===== src/rtl/riscv_ctrl_pkg.sv =====
`default_nettype none
// ============================================================================
// Module      : riscv_ctrl_pkg
// Description : Opcode constants, FSM state enum, instruction-class enum and
//               ALU operation encodings for the multicycle control unit.
// Revision    : 1.0 - initial release
// ============================================================================
package riscv_ctrl_pkg;

   // Major opcodes recognised by the decoder (IR[6:0])
   localparam logic [6:0] OPC_R   = 7'b0110011;
   localparam logic [6:0] OPC_I   = 7'b0010011;
   localparam logic [6:0] OPC_LD  = 7'b0000011;
   localparam logic [6:0] OPC_SD  = 7'b0100011;
   localparam logic [6:0] OPC_BEQ = 7'b1100011;

   // ALU operation selects
   localparam logic [1:0] ALU_ADD   = 2'b00;
   localparam logic [1:0] ALU_SUB   = 2'b01;
   localparam logic [1:0] ALU_FUNCT = 2'b10;

   typedef enum logic [2:0] {
      ST_FETCH     = 3'd0,
      ST_DECODE    = 3'd1,
      ST_EXECUTE   = 3'd2,
      ST_MEM       = 3'd3,
      ST_WRITEBACK = 3'd4
   } state_e;

   typedef enum logic [2:0] {
      CLS_R       = 3'd0,
      CLS_I       = 3'd1,
      CLS_LD      = 3'd2,
      CLS_SD      = 3'd3,
      CLS_BEQ     = 3'd4,
      CLS_ILLEGAL = 3'd5
   } instr_class_e;

   // Map a raw opcode onto its instruction class; anything unknown is illegal
   function automatic instr_class_e decode_class(input logic [6:0] opc);
      instr_class_e cls;
      case (opc)
         OPC_R   : cls = CLS_R;
         OPC_I   : cls = CLS_I;
         OPC_LD  : cls = CLS_LD;
         OPC_SD  : cls = CLS_SD;
         OPC_BEQ : cls = CLS_BEQ;
         default : cls = CLS_ILLEGAL;
      endcase
      return cls;
   endfunction

endpackage
`default_nettype wire


===== src/rtl/mem_wait_timer.sv =====
`default_nettype none
// ============================================================================
// Module      : mem_wait_timer
// Description : Counts cycles spent waiting on a memory handshake and flags
//               expiry on the TIMEOUT_CYCLES-th waiting cycle, unless the
//               handshake completes in that same cycle.
// Revision    : 1.0 - initial release
// ============================================================================
module mem_wait_timer #(
   parameter int unsigned TIMEOUT_CYCLES = 15
) (
   input  logic clk,
   input  logic rst_n,
   input  logic clear,
   input  logic enable,
   input  logic done,
   output logic expired
);

   // Count value seen during the final allowed waiting cycle
   localparam logic [7:0] LIMIT = 8'(TIMEOUT_CYCLES - 1);

   logic [7:0] count_q;
   logic [7:0] count_d;

   // Next count: clear wins, otherwise advance while waiting
   always_comb begin
      count_d = count_q;
      if (clear) begin
         count_d = 8'd0;
      end else if (enable) begin
         count_d = count_q + 8'd1;
      end
   end

   // Counter register
   always_ff @(posedge clk or negedge rst_n) begin
      if (!rst_n) begin
         count_q <= 8'd0;
      end else begin
         count_q <= count_d;
      end
   end

   // A completion in the final cycle takes precedence over expiry
   assign expired = enable && !done && (count_q == LIMIT);

endmodule
`default_nettype wire


===== src/rtl/multicycle_control.sv =====
`default_nettype none
// ============================================================================
// Module      : multicycle_control
// Description : Multicycle RISC-V style control FSM (FETCH, DECODE, EXECUTE,
//               MEM, WRITEBACK) with memory-wait timeout and a retired
//               instruction counter.
// Revision    : 1.0 - initial release
// ============================================================================
module multicycle_control
   import riscv_ctrl_pkg::*;
#(
   parameter int unsigned TIMEOUT_CYCLES = 15
) (
   input  logic        clk,
   input  logic        rst_n,
   input  logic [6:0]  opcode,
   input  logic        zero,
   input  logic        mem_ready,
   output logic        ir_write,
   output logic        pc_write,
   output logic        pc_src,
   output logic        iord,
   output logic        MemRead,
   output logic        MemWrite,
   output logic        RegWrite,
   output logic        MemtoReg,
   output logic        alu_src,
   output logic [1:0]  alu_op,
   output logic        illegal,
   output logic        bus_err,
   output logic [31:0] instr_count
);

   state_e       state_q,  state_d;
   instr_class_e class_q,  class_d;
   logic         run_q,    run_d;
   logic [31:0]  instr_count_q, instr_count_d;

   logic mem_waiting;
   logic timer_clear;
   logic timer_expired;

   // run_q holds all controls low until the first clock edge after reset
   // release, so FETCH only starts driving MemRead from that edge on.
   assign mem_waiting = run_q && ((state_q == ST_FETCH) || (state_q == ST_MEM));
   // Clear whenever the wait ends, so every FETCH/MEM entry starts from zero
   assign timer_clear = !mem_waiting || mem_ready || timer_expired;

   mem_wait_timer #(
      .TIMEOUT_CYCLES (TIMEOUT_CYCLES)
   ) u_mem_wait_timer (
      .clk     (clk),
      .rst_n   (rst_n),
      .clear   (timer_clear),
      .enable  (mem_waiting),
      .done    (mem_ready),
      .expired (timer_expired)
   );

   // Next-state, class latch, retirement count and control outputs
   always_comb begin
      state_d       = state_q;
      class_d       = class_q;
      run_d         = 1'b1;
      instr_count_d = instr_count_q;
      ir_write      = 1'b0;
      pc_write      = 1'b0;
      pc_src        = 1'b0;
      iord          = 1'b0;
      MemRead       = 1'b0;
      MemWrite      = 1'b0;
      RegWrite      = 1'b0;
      MemtoReg      = 1'b0;
      alu_src       = 1'b0;
      alu_op        = ALU_ADD;
      illegal       = 1'b0;
      bus_err       = 1'b0;

      if (run_q) begin
         case (state_q)
            ST_FETCH: begin
               MemRead = 1'b1;
               if (mem_ready) begin
                  ir_write = 1'b1;
                  pc_write = 1'b1;
                  state_d  = ST_DECODE;
               end else if (timer_expired) begin
                  bus_err = 1'b1;
                  state_d = ST_FETCH;
               end
            end

            ST_DECODE: begin
               class_d = decode_class(opcode);
               if (class_d == CLS_ILLEGAL) begin
                  illegal = 1'b1;
                  state_d = ST_FETCH;
               end else begin
                  state_d = ST_EXECUTE;
               end
            end

            ST_EXECUTE: begin
               case (class_q)
                  CLS_R: begin
                     alu_op  = ALU_FUNCT;
                     state_d = ST_WRITEBACK;
                  end
                  CLS_I: begin
                     alu_src = 1'b1;
                     state_d = ST_WRITEBACK;
                  end
                  CLS_LD, CLS_SD: begin
                     alu_src = 1'b1;
                     state_d = ST_MEM;
                  end
                  CLS_BEQ: begin
                     alu_op        = ALU_SUB;
                     pc_write      = zero;
                     pc_src        = zero;
                     instr_count_d = instr_count_q + 32'd1;
                     state_d       = ST_FETCH;
                  end
                  default: state_d = ST_FETCH;
               endcase
            end

            ST_MEM: begin
               iord     = 1'b1;
               MemRead  = (class_q == CLS_LD);
               MemWrite = (class_q == CLS_SD);
               if (mem_ready) begin
                  if (class_q == CLS_SD) begin
                     instr_count_d = instr_count_q + 32'd1;
                     state_d       = ST_FETCH;
                  end else begin
                     state_d = ST_WRITEBACK;
                  end
               end else if (timer_expired) begin
                  // Abandon the access: no store is committed on a bus error
                  MemWrite = 1'b0;
                  bus_err  = 1'b1;
                  state_d  = ST_FETCH;
               end
            end

            ST_WRITEBACK: begin
               RegWrite      = 1'b1;
               MemtoReg      = (class_q == CLS_LD);
               instr_count_d = instr_count_q + 32'd1;
               state_d       = ST_FETCH;
            end

            default: state_d = ST_FETCH;
         endcase
      end
   end

   // State, class, run flag and retirement counter registers
   always_ff @(posedge clk or negedge rst_n) begin
      if (!rst_n) begin
         state_q       <= ST_FETCH;
         class_q       <= CLS_ILLEGAL;
         run_q         <= 1'b0;
         instr_count_q <= 32'd0;
      end else begin
         state_q       <= state_d;
         class_q       <= class_d;
         run_q         <= run_d;
         instr_count_q <= instr_count_d;
      end
   end

   assign instr_count = instr_count_q;

endmodule
`default_nettype wire


===== config.mk =====
export PLATFORM = sky130hd
export DESIGN_NAME = multicycle_control
export DESIGN_NICKNAME = d
export VERILOG_FILES = /design/src/rtl/riscv_ctrl_pkg.sv /design/src/rtl/mem_wait_timer.sv /design/src/rtl/multicycle_control.sv
export SDC_FILE = /design/constraint.sdc
export NUM_CORES = 1
export LEC_CHECK = 0
export BUFFER_PORTS_ARGS = -buffer_cell sky130_fd_sc_hd__buf_2
export CORE_MARGIN = 2
export CORE_UTILIZATION = 54
export CTS_CLUSTER_DIAMETER = 80
export DETAILED_ROUTE_END_ITERATION = 8
export GPL_TIMING_DRIVEN = 0
export MAX_ROUTING_LAYER = met4
export PLACE_DENSITY = 0.8
export SLEW_MARGIN = 5
export SYNTH_ARGS = -nofsm -noshare
export SYNTH_HDL_FRONTEND = slang
export SYNTH_HIERARCHICAL = 1
export SYNTH_SLANG_ARGS = --single-unit

===== constraint.sdc =====
create_clock -name clk -period 3.41 [get_ports clk]
set_input_delay 0.341 -clock clk [delete_from_list [all_inputs] [get_ports clk]]
set_output_delay 0.341 -clock clk [all_outputs]
set_load 0.03 [all_outputs]

==> metrics.txt, run 1 <==
# TYPE chip_impl_metric gauge
chip_impl_info{name="outcome",value="completed"} 1
chip_impl_metric{name="cp.arrival",unit="ps"} 2770
chip_impl_metric{name="ant_nets",unit=""} 0
chip_impl_metric{name="worst_path_largest_cell_delay",unit="ps"} 460
chip_impl_metric{name="syn-cell-area",unit="sq mm"} 0.00245
chip_impl_metric{name="yosysUniqueCellTypes",unit=""} 44
chip_impl_metric{name="initial_core_util",unit=""} 0.563
chip_impl_metric{name="finalWorstPathRequiredPeriod",unit="ps"} 3110
chip_impl_info{name="clk_root_buffer_cell",value="clkbuf_8"} 1
chip_impl_metric{name="die-area",unit="sq mm"} 0.00510
chip_impl_metric{name="tightestPinTransition",unit="ps"} 1020
chip_impl_metric{name="worst-endpoint-required",unit="ps"} 3070
chip_impl_metric{name="worst_setup_hold_path_clk_slew",unit="ps"} 70
chip_impl_info{name="crit_path_top_delay_cell",value="dfrtp_1"} 1
chip_impl_metric{name="timing_max_transition_violations_final",unit=""} 0
chip_impl_info{name="r2r-start",value="run_q"} 1
chip_impl_metric{name="avgSynthCellArea",unit="sq um"} 9.77
chip_impl_metric{name="insertedDiodeCount",unit=""} 0
chip_impl_metric{name="totalWireLength",unit="microns"} 4910
chip_impl_metric{name="synthAdderAreaFrac",unit=""} 0.0153
chip_impl_metric{name="htree_num_levels",unit=""} 2
chip_impl_metric{name="antenna_found_initial",unit=""} 0
chip_impl_metric{name="multiplexer_share_of_the_synthesized_area",unit=""} 0
chip_impl_info{name="worst_path_dominant_cell_family",value="simple AND/OR/NAND/NOR gates"} 1
chip_impl_metric{name="vdd_drop_max",unit="mV"} 0.293
chip_impl_metric{name="drt_iter0_markers",unit=""} 126
chip_impl_metric{name="simple_gate_portion_of_the_synthesized_area",unit=""} 0.279
chip_impl_metric{name="setup.reg_to_reg.worst_slack",unit="ps"} 660
chip_impl_info{name="end_point_of_the_critical_path",value="MemWrite"} 1
chip_impl_metric{name="avg_vias_per_cell",unit=""} 5.58
chip_impl_info{name="crit_type",value="register to primary output"} 1
chip_impl_info{name="ys_dominant_reg_cell",value="dfrtp_1"} 1
chip_impl_metric{name="cts_made_buffers",unit=""} 5
chip_impl_info{name="cp-startpoint",value="run_q"} 1
chip_impl_metric{name="synth-xor-area-share",unit=""} 0.129
chip_impl_metric{name="fmax",unit="GHz"} 0.322
chip_impl_metric{name="synth_seq_cells",unit=""} 47
chip_impl_metric{name="setup-tns-final",unit="ps"} 0
chip_impl_metric{name="worst-path-buf-inv",unit=""} 2
chip_impl_info{name="rsz_0062_raised_after_global_routing",value="no"} 1
chip_impl_metric{name="finalCritPeriodShare",unit=""} 0.912
chip_impl_info{name="cpMostUsedCell",value="a21oi_1"} 1
chip_impl_metric{name="gp_congestion",unit=""} 0.866
chip_impl_metric{name="drive_above_1_share",unit=""} 0.233
chip_impl_metric{name="number_of_sinks_on_the_clock_net",unit=""} 47
chip_impl_metric{name="synth_warnings",unit=""} 6
chip_impl_metric{name="yosysSeqAreaShare",unit=""} 0.481
chip_impl_metric{name="slew-limit-headroom",unit=""} 0.320
chip_impl_metric{name="worstRegToRegCells",unit=""} 10
chip_impl_metric{name="finalSetupViolations",unit=""} 0
chip_impl_info{name="worstReg2RegEnd",value="state_q[1]"} 1
chip_impl_info{name="critical_path_startpoint_category",value="register"} 1
chip_impl_metric{name="die_h",unit="microns"} 71.4
chip_impl_metric{name="nNetsFinal",unit=""} 326
chip_impl_metric{name="core_area",unit="sq mm"} 0.00435
chip_impl_metric{name="ios",unit=""} 56
chip_impl_info{name="timing.hold.worst.class",value="input port to async pin"} 1
chip_impl_metric{name="synth_enable_flop_cells",unit=""} 0
chip_impl_metric{name="first_global_vias",unit=""} 1882
chip_impl_info{name="critical_path.cell_chain",value="nor2b_1 > o21ai_0 > a21oi_1 > buf_6 > or4b_1 > nor3_1 > a21oi_1 > and3_1 > buf_2"} 1
chip_impl_metric{name="cap_viol_max_count",unit=""} 0
chip_impl_metric{name="synthCells",unit=""} 251
chip_impl_metric{name="p_leak",unit="nW"} 1.38
chip_impl_metric{name="skew",unit="ps"} 9.72
chip_impl_info{name="most-common-layout-cells",value="55 x buf_2, 45 x dfrtp_1, 27 x nand2_1, 27 x xnor2_1, 25 x nor2_1"} 1
chip_impl_metric{name="gr-usage-all-layers",unit=""} 0.215
chip_impl_info{name="cts_tree",value="built"} 1
chip_impl_metric{name="placement_rows",unit=""} 24
chip_impl_metric{name="syn_nets",unit=""} 265
chip_impl_metric{name="grt_max_degree",unit=""} 48
chip_impl_metric{name="cts_buffer_depth",unit=""} 2
chip_impl_metric{name="layout.core_utilization",unit=""} 0.659
chip_impl_metric{name="cp_num_cells",unit=""} 9
chip_impl_metric{name="grt_first_pass_wirelength",unit="microns"} 8490
chip_impl_info{name="synth_top_family_by_area",value="simple AND/OR/NAND/NOR gates"} 1
chip_impl_metric{name="overflow",unit=""} 0
chip_impl_metric{name="postCtsHoldBufs",unit=""} 0
chip_impl_metric{name="drc",unit=""} 0
chip_impl_info{name="critPathCaptureType",value="primary output"} 1
chip_impl_metric{name="syn_to_final_growth",unit="%"} 17.0
chip_impl_metric{name="crit_fanout",unit=""} 9
chip_impl_metric{name="vias",unit=""} 2037
chip_impl_metric{name="fillerInstances",unit=""} 365
chip_impl_metric{name="routedWlPerCell",unit="microns"} 13.4
chip_impl_metric{name="place.detailed.hpwl",unit="microns"} 3620
chip_impl_metric{name="synth_compound_area_frac",unit=""} 0.0704
chip_impl_metric{name="power_per_cell_area",unit="mW/mm^2"} 367
chip_impl_metric{name="hold_violations",unit=""} 0
chip_impl_metric{name="ys_async_sr_fraction",unit=""} 1.00
chip_impl_metric{name="detail_route.first_pass.iterations",unit=""} 4
chip_impl_metric{name="clk-insertion-delay-late",unit="ps"} 290
chip_impl_metric{name="die_width",unit="microns"} 71.4
chip_impl_info{name="most_frequent_standard_cell_in_the_layout_excluding_fill_and_tap_cells",value="buf_2"} 1
chip_impl_metric{name="hold_slack",unit="ps"} 213
chip_impl_metric{name="placement.io_buffers",unit=""} 55
[state kept, by name, indices dropped and copies added (netlist names)]
signal	flops
state_q	3
instr_count	32
run_q	1
class_q	3
u_mem_wait_timer/count_q	8
[layout make-up]
cell class                      instances  area (sq um)  area share
Multi-Input combinational cell        193          1210       0.423
Clock buffer                            7          76.3      0.0266
Clock inverter                          1          5.00     0.00174
Inverter                                6          22.5     0.00785
Tap cell                               52          65.1      0.0227
Sequential cell                        47          1180       0.411
Buffer                                  4          33.8      0.0118
Timing Repair Buffer                   55           275      0.0959
[worst reg2reg max path: stages (launching register included)]
cell     delay (ps)
dfrtp_1         460
nor2b_1         290
o21ai_0         130
a21oi_1         230
buf_6           180
or4b_1          430
nor3_1          320
nor2_1           90
a21oi_1         210
o21ai_0         110
a22o_1          200
[how the worst min path moves through the flow]
stage                               start              end  slack (ps)  cells past startpoint
after floorplan                     rst_n       class_q[1]          50                      0
after global placement    instr_count[31]  instr_count[31]         460                      1
after detailed placement  instr_count[31]  instr_count[31]         460                      1
after CTS                           rst_n   instr_count[1]         250                      1
after global routing            opcode[4]       class_q[1]         270                      2
final                               rst_n       class_q[1]         210                      1
[report_power, final]
| group | switching [mW] | internal (mW) |
|---|---|---|
| Clock | 0.176 | 0.144 |
| Combinational | 0.0800 | 0.0451 |
| Sequential | 0.0307 | 0.576 |
[cell usage after synthesis, types with 3 or more instances]
| cell type | count | area share |
|---|---|---|
| dfrtp_1 | 45 | 0.46 |
| nand2_1 | 27 | 0.041 |
| xnor2_1 | 27 | 0.096 |
| nor2_1 | 25 | 0.038 |
| nand4_1 | 14 | 0.036 |
| nand3_1 | 13 | 0.027 |
| a21oi_1 | 9 | 0.018 |
| and3_1 | 9 | 0.023 |
| xor2_1 | 9 | 0.032 |
| nor3_1 | 8 | 0.016 |
| o21ai_0 | 8 | 0.016 |
| inv_1 | 6 | 0.0092 |
| nor4_1 | 4 | 0.010 |
| ha_1 | 3 | 0.015 |
| nand2b_1 | 3 | 0.0077 |
| or3_1 | 3 | 0.0077 |
[routing by layer]
metal / GRT usage / routed length (microns)
met5: - / 0
met2: 0.319 / 2340
met1: 0.296 / 2320
met3: 0.0520 / 207
met4: 0.0629 / 36
[cells by family (layout without fill, tap and decap cells)]
group | Yosys count | after routing
simple gates | 126 | 126
flops | 47 | 47
xor+xnor | 36 | 36
compound gates | 27 | 27
buf+inv | 11 | 73
fa+ha+maj | 3 | 3
other cells | 1 | 1
[per-stage QoR]
stage,area (sq um),instances,setup WS [ps],power [mW]
6_report,2870,365,300,1.05
5_1_grt,2870,365,101,1.10
4_1_cts,2870,366,231,1.06
3_5_place_dp,2790,358,550,0.743
3_3_place_gp,2790,358,567,0.741
2_1_floorplan,2450,251,749,0.696
[timing repair]
item                                    in CTS  in global routing
endpoints found under the setup margin       0                  1
resized for setup                            0                  0
buffers inserted                             0                  0
Power figures use the tool's default switching activity.
==> inputs of run 2 (changes only) <==
--- a/config.mk
+++ b/config.mk
@@ -7,12 +7,13 @@
 export LEC_CHECK = 0
 export BUFFER_PORTS_ARGS = -buffer_cell sky130_fd_sc_hd__buf_2
 export CORE_MARGIN = 2
-export CORE_UTILIZATION = 54
+export CORE_UTILIZATION = 56
+export CTS_BUF_LIST = sky130_fd_sc_hd__clkbuf_8
 export CTS_CLUSTER_DIAMETER = 80
 export DETAILED_ROUTE_END_ITERATION = 8
 export GPL_TIMING_DRIVEN = 0
 export MAX_ROUTING_LAYER = met4
-export PLACE_DENSITY = 0.8
+export PLACE_DENSITY = 0.82
 export SLEW_MARGIN = 5
 export SYNTH_ARGS = -nofsm -noshare
 export SYNTH_HDL_FRONTEND = slang
==> run 2 against run 1 <==
  * Combinational power about the same
  * Total power up 0.69%
  * Non-clock buffer count unchanged
  * Global-route usage down 0.062 points
  * Die area down 3.4%
  * Sequential power about the same
  * Clock power up 2%
  * Via count down 0.49%
  * Critical path depth unchanged
  * Utilization up 1.2 points
  * Register-to-register slack better by 40 ps
  * Critical path type unchanged
==> metrics.txt, run 2 (synthesized netlist as in run 1, its figures left out) <==
# TYPE chip_impl_metric gauge
chip_impl_metric{name="overflow",unit=""} 0
chip_impl_metric{name="routedWlPerCell",unit="microns"} 13.4
chip_impl_metric{name="vias",unit=""} 2027
chip_impl_info{name="cpMostUsedCell",value="a21oi_1"} 1
chip_impl_metric{name="cts_resized",unit=""} 0
chip_impl_metric{name="fin_area",unit="sq mm"} 0.00288
chip_impl_info{name="timing.hold.worst.class",value="input port to async pin"} 1
chip_impl_metric{name="tightestPinTransition",unit="ps"} 1000
chip_impl_metric{name="placement.cell_area",unit="sq mm"} 0.00279
chip_impl_metric{name="gp_congestion",unit=""} 0.946
chip_impl_metric{name="htree_num_levels",unit=""} 2
chip_impl_metric{name="post_cts_buffers",unit=""} 0
chip_impl_metric{name="ant_nets",unit=""} 0
chip_impl_info{name="outcome",value="completed"} 1
chip_impl_info{name="critPathCaptureType",value="primary output"} 1
chip_impl_info{name="cts_tree",value="built"} 1
chip_impl_metric{name="hold_violations",unit=""} 0
chip_impl_info{name="routed.top_layer",value="met4"} 1
chip_impl_metric{name="worst_setup_hold_path_clk_slew",unit="ps"} 90
chip_impl_info{name="rsz_0062_raised_after_global_routing",value="no"} 1
chip_impl_metric{name="setup.reg_to_reg.worst_slack",unit="ps"} 700
chip_impl_metric{name="drive_above_1_share",unit=""} 0.243
chip_impl_metric{name="grt_max_degree",unit=""} 48
chip_impl_metric{name="drt_iter0_markers",unit=""} 130
chip_impl_metric{name="met1_wirelength",unit="microns"} 2310
chip_impl_metric{name="avg_vias_per_cell",unit=""} 5.55
chip_impl_metric{name="cp.arrival",unit="ps"} 2730
chip_impl_metric{name="cts_buffer_depth",unit=""} 2
chip_impl_metric{name="place.detailed.hpwl",unit="microns"} 3650
chip_impl_metric{name="insertedDiodeCount",unit=""} 0
chip_impl_info{name="critical_path_startpoint_category",value="register"} 1
chip_impl_metric{name="worst-path-buf-inv",unit=""} 2
chip_impl_metric{name="area.sequential",unit="sq mm"} 0.00118
chip_impl_info{name="most_frequent_standard_cell_in_the_layout_excluding_fill_and_tap_cells",value="buf_2"} 1
chip_impl_metric{name="fillerInstances",unit=""} 356
chip_impl_info{name="clk_root_buffer_cell",value="clkbuf_8"} 1
chip_impl_metric{name="worstRegToRegCells",unit=""} 10
chip_impl_metric{name="setup-tns-final",unit="ps"} 0
chip_impl_metric{name="syn_to_final_growth",unit="%"} 17.6
chip_impl_metric{name="die-area",unit="sq mm"} 0.00492
chip_impl_metric{name="nNetsFinal",unit=""} 326
chip_impl_metric{name="antenna_found_initial",unit=""} 0
chip_impl_metric{name="layout.core_utilization",unit=""} 0.671
chip_impl_metric{name="number_of_flip_flops_under_the_largest_register_name",unit=""} 32
chip_impl_metric{name="skew",unit="ps"} 11.9
chip_impl_info{name="worstReg2RegEnd",value="state_q[1]"} 1
chip_impl_info{name="crit_path_top_delay_cell",value="dfrtp_1"} 1
chip_impl_metric{name="power_per_cell_area",unit="mW/mm^2"} 367
chip_impl_info{name="end_point_of_the_critical_path",value="MemWrite"} 1
chip_impl_metric{name="cap_viol_max_count",unit=""} 0
chip_impl_metric{name="clk-insertion-delay-late",unit="ps"} 300
chip_impl_metric{name="totalWireLength",unit="microns"} 4880
chip_impl_metric{name="cts_made_buffers",unit=""} 5
chip_impl_metric{name="detail_route.first_pass.iterations",unit=""} 4
chip_impl_info{name="critical_path.cell_chain",value="nor2b_1 > o21ai_0 > a21oi_1 > buf_6 > or4b_1 > nor3_2 > a21oi_1 > and3_1 > buf_2"} 1
chip_impl_metric{name="first_global_vias",unit=""} 1831
chip_impl_metric{name="die_h",unit="microns"} 70.2
chip_impl_metric{name="cp_num_cells",unit=""} 9
chip_impl_info{name="most-common-layout-cells",value="55 x buf_2, 45 x dfrtp_1, 27 x nand2_1, 27 x xnor2_1, 25 x nor2_1"} 1
chip_impl_metric{name="ios",unit=""} 56
chip_impl_metric{name="gr-usage-all-layers",unit=""} 0.214
chip_impl_metric{name="wl_met2",unit="microns"} 2310
chip_impl_metric{name="slew-limit-headroom",unit=""} 0.333
chip_impl_metric{name="p_leak",unit="nW"} 1.38
chip_impl_metric{name="timing_max_transition_violations_final",unit=""} 0
chip_impl_metric{name="dr_wl_met3",unit="microns"} 207
chip_impl_info{name="r2r-start",value="run_q"} 1
chip_impl_metric{name="grt_first_pass_wirelength",unit="microns"} 8240
chip_impl_metric{name="number_of_sinks_on_the_clock_net",unit=""} 47
chip_impl_metric{name="placement.io_buffers",unit=""} 55
chip_impl_info{name="worst_path_dominant_cell_family",value="simple AND/OR/NAND/NOR gates"} 1
chip_impl_metric{name="placed_cells_incl_taps",unit=""} 358
chip_impl_metric{name="crit_fanout",unit=""} 9
chip_impl_metric{name="drc",unit=""} 0
chip_impl_metric{name="worst_path_largest_cell_delay",unit="ps"} 470
chip_impl_metric{name="fmax",unit="GHz"} 0.325
chip_impl_metric{name="finalWorstPathRequiredPeriod",unit="ps"} 3070
chip_impl_metric{name="finalNonFillerCells",unit=""} 365
chip_impl_metric{name="initial_core_util",unit=""} 0.571
chip_impl_metric{name="vdd_drop_max",unit="mV"} 0.212
chip_impl_metric{name="finalCritPeriodShare",unit=""} 0.901
chip_impl_info{name="crit_type",value="register to primary output"} 1
chip_impl_metric{name="core_area",unit="sq mm"} 0.00429
chip_impl_metric{name="die_width",unit="microns"} 70.2
chip_impl_metric{name="multi_input_comb_area",unit="sq mm"} 0.00122
chip_impl_metric{name="placement_rows",unit=""} 24
chip_impl_metric{name="postCtsHoldBufs",unit=""} 0
chip_impl_metric{name="finalSetupViolations",unit=""} 0
chip_impl_info{name="cp-startpoint",value="run_q"} 1
chip_impl_metric{name="worst-endpoint-required",unit="ps"} 3070
==> run 2: cell types whose count changed in the layout (fill, tap and decap cells not counted), sizes merged <==
cell | previous run | this run
clkbuf | 8 | 6
clkinvlp | 0 | 2
==> run 2: routing by layer <==
layer / vias to the layer above / global-route usage
met5: - / -
met4: 0 / 0.0449
met3: 5 / 0.0462
met2: 46 / 0.343
met1: 961 / 0.285
li1: 1015 / -
==> run 2: metrics by stage <==
stage | setup slack [ps] | hold WS (ps) | power [mW]
finish | 337 | 209 | 1.06
CTS | 181 | 248 | 1.07
global route | 92.0 | 283 | 1.10
global placement | 550 | 454 | 0.740
detailed placement | 516 | 462 | 0.744
floorplan | 749 | 45.4 | 0.696
==> run 2: worst min-delay path by stage <==
stage	startpoint	endpoint	slack [ps]	cells past startpoint
floorplan	rst_n	class_q[1]	50	0
global placement	instr_count[31]	instr_count[31]	450	1
detailed placement	instr_count[31]	instr_count[31]	460	1
CTS	rst_n	instr_count[3]	250	1
global route	opcode[4]	class_q[1]	280	2
finish	rst_n	instr_count[0]	210	1
==> run 2: final cells by class <==
class,instances,share of cell area
tap,52,0.0226
timing repair buffer,55,0.0955
buffer,4,0.0117
clock inverter,3,0.00694
sequential,47,0.409
inverter,6,0.00781
multi-input combinational,193,0.423
clock buffer,5,0.0239
==> run 2: worst reg2reg max path, stage by stage (launching register included) <==
cell and delay [ps]:
dfrtp_1 470, nor2b_1 290, o21ai_0 130, a21oi_1 240
buf_6 180, or4b_1 460, nor3_2 240, nor2_1 80
a21oi_1 210, o21ai_0 120, a22o_1 200
==> run 2: report_power, final <==
part / internal, mW / switching (mW)
sequential: 0.576 / 0.0313
combinational: 0.0451 / 0.0789
clock: 0.143 / 0.185
total: 0.764 / 0.295
==> inputs of run 3 (changes only) <==
==> constraint.sdc (replaced) <==
create_clock -name clk -period 3.5 [get_ports clk]
set_input_delay 0.35 -clock clk [delete_from_list [all_inputs] [get_ports clk]]
set_output_delay 0.35 -clock clk [all_outputs]
set_load 0.03 [all_outputs]
==> run 3 against run 2 <==
  * Die area is the same
  * Setup slack lost 50 ps
  * Cell area is essentially flat
  * Combinational power is essentially flat
  * Critical path type unchanged
  * Critical endpoint unchanged
  * Largest cell class unchanged
  * Largest power group unchanged
==> metrics.txt, run 3 (synthesized netlist as in run 1, its figures left out) <==
# TYPE chip_impl_metric gauge
chip_impl_metric{name="die_width",unit="microns"} 70.2
chip_impl_metric{name="grt_first_pass_wirelength",unit="microns"} 8240
chip_impl_info{name="most-common-layout-cells",value="55 x buf_2, 45 x dfrtp_1, 27 x nand2_1, 27 x xnor2_1, 25 x nor2_1"} 1
chip_impl_metric{name="first_global_vias",unit=""} 1831
chip_impl_metric{name="number_of_flip_flops_under_the_largest_register_name",unit=""} 32
chip_impl_metric{name="placement_rows",unit=""} 24
chip_impl_metric{name="drive_above_1_share",unit=""} 0.239
chip_impl_metric{name="drc",unit=""} 0
chip_impl_metric{name="hold_slack",unit="ps"} 211
chip_impl_metric{name="vdd_drop_max",unit="mV"} 0.207
chip_impl_metric{name="initial_core_util",unit=""} 0.571
chip_impl_metric{name="cp.arrival",unit="ps"} 2860
chip_impl_metric{name="place.detailed.hpwl",unit="microns"} 3650
chip_impl_metric{name="netSwitchingFraction",unit=""} 0.279
chip_impl_metric{name="clk-insertion-delay-late",unit="ps"} 300
chip_impl_metric{name="worst_path_largest_cell_delay",unit="ps"} 440
chip_impl_metric{name="vias",unit=""} 2009
chip_impl_metric{name="comb_power_share",unit=""} 0.121
chip_impl_metric{name="drt_iter0_markers",unit=""} 125
chip_impl_info{name="worst_path_dominant_cell_family",value="simple AND/OR/NAND/NOR gates"} 1
chip_impl_metric{name="insertedDiodeCount",unit=""} 0
chip_impl_metric{name="grt_max_degree",unit=""} 48
chip_impl_metric{name="avg_vias_per_cell",unit=""} 5.49
chip_impl_metric{name="skew",unit="ps"} 13.2
chip_impl_info{name="crit_type",value="register to primary output"} 1
chip_impl_metric{name="p_total",unit="mW"} 1.03
chip_impl_metric{name="post_cts_buffers",unit=""} 0
chip_impl_metric{name="finalSetupViolations",unit=""} 0
chip_impl_metric{name="antenna_found_initial",unit=""} 0
chip_impl_metric{name="timing_max_transition_violations_final",unit=""} 0
chip_impl_metric{name="die_h",unit="microns"} 70.2
chip_impl_metric{name="routedWlPerCell",unit="microns"} 13.2
chip_impl_metric{name="detail_route.first_pass.iterations",unit=""} 4
chip_impl_info{name="crit_path_top_delay_cell",value="or4b_1"} 1
chip_impl_info{name="cts_tree",value="built"} 1
chip_impl_metric{name="cap_viol_max_count",unit=""} 0
chip_impl_metric{name="fillerInstances",unit=""} 358
chip_impl_info{name="clk_root_buffer_cell",value="clkbuf_8"} 1
chip_impl_metric{name="switchingPower",unit="mW"} 0.288
chip_impl_metric{name="worst-path-buf-inv",unit=""} 4
chip_impl_metric{name="number_of_sinks_on_the_clock_net",unit=""} 47
chip_impl_metric{name="totalWireLength",unit="microns"} 4820
chip_impl_info{name="critical_path_startpoint_category",value="register"} 1
chip_impl_info{name="cpMostUsedCell",value="a21oi_1"} 1
chip_impl_metric{name="gp_congestion",unit=""} 0.946
chip_impl_metric{name="gr-usage-all-layers",unit=""} 0.214
chip_impl_metric{name="power.sequential.fraction",unit=""} 0.570
chip_impl_info{name="outcome",value="completed"} 1
chip_impl_metric{name="die-area",unit="sq mm"} 0.00492
chip_impl_metric{name="cts_buffer_depth",unit=""} 2
chip_impl_metric{name="worst-endpoint-required",unit="ps"} 3150
chip_impl_metric{name="setup-tns-final",unit="ps"} 0
chip_impl_metric{name="finalWorstPathRequiredPeriod",unit="ps"} 3210
chip_impl_metric{name="overflow",unit=""} 0
chip_impl_info{name="timing.hold.worst.class",value="input port to async pin"} 1
chip_impl_metric{name="p_leak",unit="nW"} 1.38
chip_impl_metric{name="ios",unit=""} 56
chip_impl_metric{name="nNetsFinal",unit=""} 327
chip_impl_metric{name="hold_violations",unit=""} 0
chip_impl_metric{name="htree_num_levels",unit=""} 2
chip_impl_metric{name="fmax",unit="GHz"} 0.311
chip_impl_metric{name="postCtsHoldBufs",unit=""} 0
chip_impl_info{name="critPathCaptureType",value="primary output"} 1
chip_impl_metric{name="layout.core_utilization",unit=""} 0.671
chip_impl_metric{name="worst_setup_hold_path_clk_slew",unit="ps"} 90
chip_impl_metric{name="power_per_cell_area",unit="mW/mm^2"} 358
chip_impl_metric{name="slew-limit-headroom",unit=""} 0.338
chip_impl_metric{name="crit_fanout",unit=""} 10
chip_impl_metric{name="tightestPinTransition",unit="ps"} 993
chip_impl_info{name="critical_path.cell_chain",value="clkbuf_1 > inv_1 > a21oi_1 > buf_6 > or4b_1 > nor3_1 > a21oi_1 > and3_1 > buf_2"} 1
chip_impl_metric{name="finalCritPeriodShare",unit=""} 0.918
chip_impl_metric{name="placement.io_buffers",unit=""} 55
chip_impl_info{name="most_frequent_standard_cell_in_the_layout_excluding_fill_and_tap_cells",value="buf_2"} 1
chip_impl_metric{name="cell_internal_pwr",unit="mW"} 0.745
chip_impl_metric{name="cts_resized",unit=""} 0
chip_impl_info{name="rsz_0062_raised_after_global_routing",value="no"} 1
chip_impl_metric{name="ant_nets",unit=""} 0
chip_impl_metric{name="core_area",unit="sq mm"} 0.00429
chip_impl_metric{name="cts_made_buffers",unit=""} 5
chip_impl_metric{name="syn_to_final_growth",unit="%"} 17.5
chip_impl_metric{name="power_frac_clock",unit=""} 0.310
## run 3: cell count changes in the layout (fill, tap and decap cells not counted)
cell | previous run | this run
clkbuf_1 | 1 | 2
nor3_1 | 7 | 8
nor3_2 | 1 | 0
## run 3: power by group through the flow
stage / Sequential, mW / Clock [mW] / Combinational (mW)
5_1_grt: 0.591 / 0.344 / 0.140
6_report: 0.588 / 0.320 / 0.125
4_1_cts: 0.588 / 0.328 / 0.127
3_5_place_dp: 0.599 / 0 / 0.126
3_3_place_gp: 0.597 / 0 / 0.124
2_1_floorplan: 0.609 / 0 / 0.0693
## run 3: stage by stage
| stage | worst slack (ps) | cell area, sq um | std cells |
|---|---|---|---|
| 2_1_floorplan | 830 | 2450 | 251 |
| 3_3_place_gp | 631 | 2790 | 358 |
| 3_5_place_dp | 597 | 2790 | 358 |
| 4_1_cts | 262 | 2880 | 366 |
| 5_1_grt | 6.04 | 2880 | 366 |
| 6_report | 287 | 2880 | 366 |
## run 3: area by class of cell
class                           instances  area, sq um  area share
Multi-Input combinational cell        193         1210       0.421
Clock buffer                            5         68.8      0.0239
Tap cell                               52         65.1      0.0226
Buffer                                  5         37.5      0.0130
Clock inverter                          3         20.0     0.00695
Sequential cell                        47         1180       0.409
Timing Repair Buffer                   55          275      0.0955
Inverter                                6         22.5     0.00782
## run 3: path summary, 6_finish.rpt
path,startpoint,end,slack (ps),cells after the start
setup / recovery,state_q[0],MemWrite,290,9
hold / removal,rst_n,instr_count[0],210,1
setup reg to reg,state_q[0],state_q[1],670,10
hold reg to reg,instr_count[31],instr_count[31],470,1
max in group asynchronous,rst_n,state_q[0],2680,1
min in group clk,opcode[4],class_q[1],280,2
## run 3: metal layers
layer  vias up  GRT usage  part of all wire  routed length, microns
met1       953      0.285              0.48                    2290
met3         5     0.0462             0.036                     175
met4         0     0.0449             0.010                      49
li1       1011          -                 -                       -
met2        40      0.343              0.48                    2300
met5         -          -                 0                       0
